<file path="src/rtl/order_book_table.sv">
// Live-order table: one decoded order object per DEPTH+2 cycles.
// A sequential scan finds free/matching entries; COMMIT does the single write.
module order_book_table #(
  parameter int DEPTH = 16,
  parameter int IDX_W = $clog2(DEPTH),
  parameter int CNT_W = $clog2(DEPTH+1)
) (
  input  logic             clk,
  input  logic             resetn,
  input  logic             obj_valid,
  input  logic [161:0]     obj_data,
  output logic             obj_ready,
  output logic             res_valid,
  output logic [1:0]       res_type,
  output logic [1:0]       res_status,
  output logic [31:0]      res_order_id,
  output logic [31:0]      res_qty,
  output logic [CNT_W-1:0] order_count
);

  localparam logic [1:0] T_ADD = 2'b00;
  localparam logic [1:0] T_CAN = 2'b01;
  localparam logic [1:0] T_EXE = 2'b10;
  localparam logic [1:0] T_CLR = 2'b11;

  localparam logic [1:0] S_OK  = 2'b00;
  localparam logic [1:0] S_NF  = 2'b01;
  localparam logic [1:0] S_FUL = 2'b10;
  localparam logic [1:0] S_DUP = 2'b11;

  typedef enum logic [1:0] {
    IDLE,
    SCAN,
    COMMIT
  } state_t;

  state_t            state_q, state_d;
  logic [IDX_W-1:0]  idx_q, idx_d;
  logic [161:0]      obj_q, obj_d;
  logic              free_hit_q, free_hit_d;
  logic [IDX_W-1:0]  free_idx_q, free_idx_d;
  logic              match_hit_q, match_hit_d;
  logic [IDX_W-1:0]  match_idx_q, match_idx_d;
  logic [DEPTH-1:0]  valid_q, valid_d;
  logic [31:0]       stock_q [DEPTH];
  logic [31:0]       stock_d [DEPTH];
  logic [31:0]       oid_q   [DEPTH];
  logic [31:0]       oid_d   [DEPTH];
  logic [31:0]       qty_q   [DEPTH];
  logic [31:0]       qty_d   [DEPTH];
  logic [63:0]       price_q [DEPTH];
  logic [63:0]       price_d [DEPTH];
  logic [CNT_W-1:0]  cnt_q, cnt_d;
  logic              res_valid_q, res_valid_d;
  logic [1:0]        res_type_q, res_type_d;
  logic [1:0]        res_status_q, res_status_d;
  logic [31:0]       res_oid_q, res_oid_d;
  logic [31:0]       res_qty_q, res_qty_d;

  logic [1:0]        l_typ;
  logic [31:0]       l_oid;
  logic [31:0]       l_qty;
  logic [31:0]       m_qty;

  assign l_typ = obj_q[161:160];
  assign l_oid = obj_q[127:96];
  assign l_qty = obj_q[95:64];
  assign m_qty = qty_q[match_idx_q];

  always_comb begin
    state_d      = state_q;
    idx_d        = idx_q;
    obj_d        = obj_q;
    free_hit_d   = free_hit_q;
    free_idx_d   = free_idx_q;
    match_hit_d  = match_hit_q;
    match_idx_d  = match_idx_q;
    valid_d      = valid_q;
    stock_d      = stock_q;
    oid_d        = oid_q;
    qty_d        = qty_q;
    price_d      = price_q;
    cnt_d        = cnt_q;
    res_valid_d  = 1'b0;
    res_type_d   = res_type_q;
    res_status_d = res_status_q;
    res_oid_d    = res_oid_q;
    res_qty_d    = res_qty_q;
    unique case (state_q)
      IDLE: begin
        if (obj_valid) begin
          obj_d       = obj_data;
          idx_d       = '0;
          free_hit_d  = 1'b0;
          match_hit_d = 1'b0;
          state_d     = SCAN;
        end
      end
      SCAN: begin
        if (!valid_q[idx_q] && !free_hit_q) begin
          free_hit_d = 1'b1;
          free_idx_d = idx_q;
        end
        if (valid_q[idx_q] && oid_q[idx_q] == l_oid && !match_hit_q) begin
          match_hit_d = 1'b1;
          match_idx_d = idx_q;
        end
        if (idx_q == IDX_W'(DEPTH-1)) state_d = COMMIT;
        else                          idx_d   = idx_q + 1'b1;
      end
      COMMIT: begin
        state_d      = IDLE;
        res_valid_d  = 1'b1;
        res_type_d   = l_typ;
        res_oid_d    = l_oid;
        res_status_d = S_OK;
        res_qty_d    = '0;
        unique case (l_typ)
          T_ADD: begin
            if (match_hit_q) begin
              res_status_d = S_DUP;
              res_qty_d    = m_qty;
            end else if (!free_hit_q) begin
              res_status_d = S_FUL;
            end else begin
              valid_d[free_idx_q] = 1'b1;
              stock_d[free_idx_q] = obj_q[159:128];
              oid_d[free_idx_q]   = l_oid;
              qty_d[free_idx_q]   = l_qty;
              price_d[free_idx_q] = obj_q[63:0];
              cnt_d               = cnt_q + CNT_W'(1);
              res_qty_d           = l_qty;
            end
          end
          T_CAN: begin
            if (match_hit_q) begin
              valid_d[match_idx_q] = 1'b0;
              cnt_d                = cnt_q - CNT_W'(1);
            end else begin
              res_status_d = S_NF;
            end
          end
          T_EXE: begin
            if (!match_hit_q) begin
              res_status_d = S_NF;
            end else if (l_qty == '0) begin
              res_qty_d = m_qty;
            end else if (l_qty >= m_qty) begin
              valid_d[match_idx_q] = 1'b0;
              cnt_d                = cnt_q - CNT_W'(1);
            end else begin
              qty_d[match_idx_q] = m_qty - l_qty;
              res_qty_d          = m_qty - l_qty;
            end
          end
          T_CLR: begin
            valid_d = '0;
            cnt_d   = '0;
          end
        endcase
      end
      default: state_d = IDLE;
    endcase
  end

  always_ff @(posedge clk or negedge resetn) begin
    if (!resetn) begin
      state_q      <= IDLE;
      idx_q        <= '0;
      obj_q        <= '0;
      free_hit_q   <= 1'b0;
      free_idx_q   <= '0;
      match_hit_q  <= 1'b0;
      match_idx_q  <= '0;
      valid_q      <= '0;
      stock_q      <= '{default: '0};
      oid_q        <= '{default: '0};
      qty_q        <= '{default: '0};
      price_q      <= '{default: '0};
      cnt_q        <= '0;
      res_valid_q  <= 1'b0;
      res_type_q   <= '0;
      res_status_q <= '0;
      res_oid_q    <= '0;
      res_qty_q    <= '0;
    end else begin
      state_q      <= state_d;
      idx_q        <= idx_d;
      obj_q        <= obj_d;
      free_hit_q   <= free_hit_d;
      free_idx_q   <= free_idx_d;
      match_hit_q  <= match_hit_d;
      match_idx_q  <= match_idx_d;
      valid_q      <= valid_d;
      stock_q      <= stock_d;
      oid_q        <= oid_d;
      qty_q        <= qty_d;
      price_q      <= price_d;
      cnt_q        <= cnt_d;
      res_valid_q  <= res_valid_d;
      res_type_q   <= res_type_d;
      res_status_q <= res_status_d;
      res_oid_q    <= res_oid_d;
      res_qty_q    <= res_qty_d;
    end
  end

  assign obj_ready    = (state_q == IDLE);
  assign res_valid    = res_valid_q;
  assign res_type     = res_type_q;
  assign res_status   = res_status_q;
  assign res_order_id = res_oid_q;
  assign res_qty      = res_qty_q;
  assign order_count  = cnt_q;

endmodule

</file>
<file path="config.mk">
export PLATFORM = sky130hd
export DESIGN_NAME = order_book_table
export DESIGN_NICKNAME = d
export VERILOG_FILES = /design/src/rtl/order_book_table.sv
export SDC_FILE = /design/constraint.sdc
export NUM_CORES = 2
export LEC_CHECK = 0
export ABC_AREA = 1
export BUFFER_PORTS_ARGS = -buffer_cell sky130_fd_sc_hd__buf_4
export CAP_MARGIN = 25
export CORE_MARGIN = 2
export CORE_UTILIZATION = 63
export DETAILED_ROUTE_END_ITERATION = 8
export PLACE_DENSITY = 0.82
export SYNTH_ARGS = -nofsm -noshare
export SYNTH_HDL_FRONTEND = slang
export SYNTH_SLANG_ARGS = --single-unit
</file>
<file path="constraint.sdc">
create_clock -name clk -period 5.6 [get_ports clk]
set_input_delay 0.28 -clock clk [delete_from_list [all_inputs] [get_ports clk]]
set_output_delay 0.28 -clock clk [all_outputs]
set_load 0.05 [all_outputs]
</file>
==> metrics.md <==
| Metric | Value |
|---|---|
| Status | `complete, no violations` |
| Die W | `314 um` |
| Peak supply drop | `0.533 mV` |
| H-tree depth | `3` |
| Setup crit start kind | `flop` |
| Syn Area/Cell | `7.52 um^2` |
| MaxCap Viol Count | `0` |
| Via-to-Cell Ratio | `between 6 and 7` |
| Post-CTS Setup Bufs | `0` |
| GPL Wtd Cong | `0.983` |
| Critical path type | `reg2reg` |
| Yosys top cell area share | `49.3%` |
| Largest family of logic cells by synthesized area | `simple AND/OR/NAND/NOR gates` |
| Least-Margin Pin Slew | `1120 ps` |
| Crit Path Max Fanout | `23` |
| Via count | `59,438` |
| Sequential Area | `29,900 um^2` |
| CTS tree | `yes` |
| P_leak | `between 30 and 40 nW` |
| WHS | `149 ps` |
| Mapped Nets | `8,280` |
| Global-route wire length before repair | `321,000 um` |
| Nets | `8,256` |
| ANT nets after route | `0` |
| Register area share after synthesis | `49.3%` |
| Core area | `95,300 um^2` |
| Final setup TNS | `0 ps` |
| Post-synthesis adder-cell area fraction | `less than 1%` |
| Drt total wl | `209,000 um` |
| Multiplexer area fraction after synthesis | `0%` |
| Drt initial violations | `8,127` |
| Post-layout util | `71.5%` |
| #FFs+latches synth | `1,196` |
| Hold Fails Final Rpt | `0` |
| CP endpoint kind | `flop` |
| Slew Viols, Final | `0` |
| Initial Util | `63.7%` |
| CTS Buf Count | `121` |
| CTS root buf | `clkbuf_16` |
| Simple-gate share of the synthesized area | `26.0%` |
| Post-synthesis xor/xnor area fraction | `less than 1%` |
| Cell with the most instances after synthesis | `nand2_1` |
| Die footprint | `98,900 um^2` |
| Layout cell share with drive strength beyond 1 | `8.08%` |
| Fraction of registers with async set or reset after synthesis | `100%` |
| Clk_lat worst skew | `760 ps` |
| RSZ-0062 raised after global routing | `false` |
| Most frequent cells after synthesis | `nand2_1, dfrtp_1, o21ai_0` |
| Worst hold path type | `in2async` |
| DRC Markers | `0` |
| Yosys warnings | `0` |
| Initial antenna violation count | `1` |
| Dominant cell type by area after synthesis | `dfrtp_1` |
| Crit path DAT | `5910 ps` |
| Overflow after GRT | `0` |
| Drt pass-1 iters | `8` |
| Post-Synthesis Cell Area | `60,700 um^2` |
| Total Power | `28.5 mW` |
| Max-slew headroom | `25.2%` |
| Main synth FF type | `dfrtp_1` |
| Fmax | `0.191 GHz` |
| I/O pin cnt | `240` |
| Hpwl dp | `about 130,000 um` |
| Minimum clock period | `5240 ps` |
| Final WS setup | `roughly 360 ps` |
| Post-Place Setup Slack | `587 ps` |
| Area of the multi-input gates | `roughly 27,000 um^2` |
| Finish-stage setup viols | `0` |
| # fillers | `between 7,000 and 8,000` |
| Gr usage total | `between 40% and 50%` |
| Number of synthesized flops with an enable pin | `0` |
| Data required, critical path | `6270 ps` |
| Clock skew | `39.8 ps` |
| Compound-Gate Fraction of Synth Area | `17.6%` |
| Syn Inst Count | `between 8,000 and 9,000` |
| Power per cell area | `419 nW/um^2` |
| Number of global-route vias before repair | `~56,000` |
| IO Port Bufs | `roughly 140` |
| Placement Rows | `113` |
| Die Ht | `~310 um` |
| Largest net degree at the start of global routing | `~180` |
| CTS Sinks | `1,196` |
| CTS Buffer Depth | `3` |
| Crit share post-route | `93.7%` |
| Area contributors post-synth | `dfrtp_1, nand2_1, o21ai_0` |
| Yosys cell types | `46` |
| Avg WL per Cell | `22.2 um` |
| Worst-path clk slew | `~60 ps` |
| Area growth syn-to-layout | `12.2%` |
[logic make-up after synthesis]
kind of cell,Yosys count
AND/OR/NAND/NOR,4087
buffers and inverters,896
adder cells (fa/ha/maj),43
flip-flops,1196
XOR/XNOR,19
AO/OA/AOI/OAI,1831
[flip-flops by register name (all words and copies together) (netlist names), 2 cells and up]
register      cells
res_qty          32
match_idx_q       4
res_order_id     32
obj_q            66
qty_q           512
state_q           2
idx_q             4
oid_q           512
res_status        2
valid_q          16
free_idx_q        4
order_count       5
res_type          2
[metal layers]
layer  global-route usage (%)  share of wire [%]  up-vias
met3                     7.52                9.6      934
met5                        0                  0        -
li1                         -                  -    26522
met4                     33.4                9.2        0
met2                     63.8                 45     3875
met1                     52.3                 36    28107
[cell usage in the layout (no fill, tap or decap), types with 18 or more instances in the layout]
cell           count
a21oi_1          187
a22oi_1          260
buf_12            40
buf_4            337
clkbuf_1          20
clkbuf_16        122
clkbuf_8          31
clkinv_1          18
clkinv_2          27
dfrtp_1         1194
dlygate4sd3_1     68
ha_1              41
inv_1            263
nand2_1         3347
nand3_1          223
nand4_1           31
nor2_1           422
nor3_1            19
o211ai_1          24
o21ai_0          842
o22ai_1          458
[through the flow]
step / std cells / area, um^2
4_1_cts: 9404 / 68000
3_5_place_dp: 9115 / 63200
5_1_grt: 9411 / 68100
2_1_floorplan: 8072 / 60700
3_3_place_gp: 9115 / 63200
6_report: 9412 / 68100
[layout make-up]
cell class	count	share of cell area (%)
inverter	302	1.68
clock buffer	173	5.22
antenna	1	0.00367
sequential	1196	43.9
clock inverter	48	0.850
timing repair buffer	447	5.97
tap	1265	2.32
multi-input combinational	5980	40.0
[report_power, final]
| part | leakage, nW | switching, mW | internal [mW] |
|---|---|---|---|
| clock | 2.05 | 3.61 | 4.83 |
| combinational | 15.0 | 8.00 | 2.54 |
| sequential | 16.4 | 0.422 | 9.12 |
[worst max-delay path: stages (launching register included)]
cell	delay, ps
dfrtp_1	460
inv_1	120
nor2_4	510
a22oi_1	160
nand2_1	100
nand2_1	150
nand4_1	320
inv_1	80
ha_1	260
fa_1	480
inv_1	140
nand2_1	100
o21ai_2	200
nand2_1	70
nand2_1	90
nand2_1	90
nand2_1	100
nand2_1	50
nand2_1	140
nand2_1	190
nand2_1	150
nand2_4	210
buf_4	240
a21oi_2	140
buf_4	340
nand2_1	110
nand2_1	80
[final timing paths]
check,from,end,slack [ps],cells after the start
hold reg to reg,qty_q[485],qty_q[485],470,2
hold / removal,resetn,qty_q[18],150,2
setup reg to reg,match_idx_q[1],qty_q[28],360,26
setup / recovery,match_idx_q[1],qty_q[28],360,26
min in group clk,obj_data[100],obj_q[100],270,4
max in group asynchronous,resetn,oid_q[277],3810,3
[timing repair]
action	4_1_cts	5_1_grt
hold buffers	68	0
hold endpoints to repair	195	0
resized for setup	0	0
endpoints found under the setup margin	0	0
(Power assumes the default switching activity.)
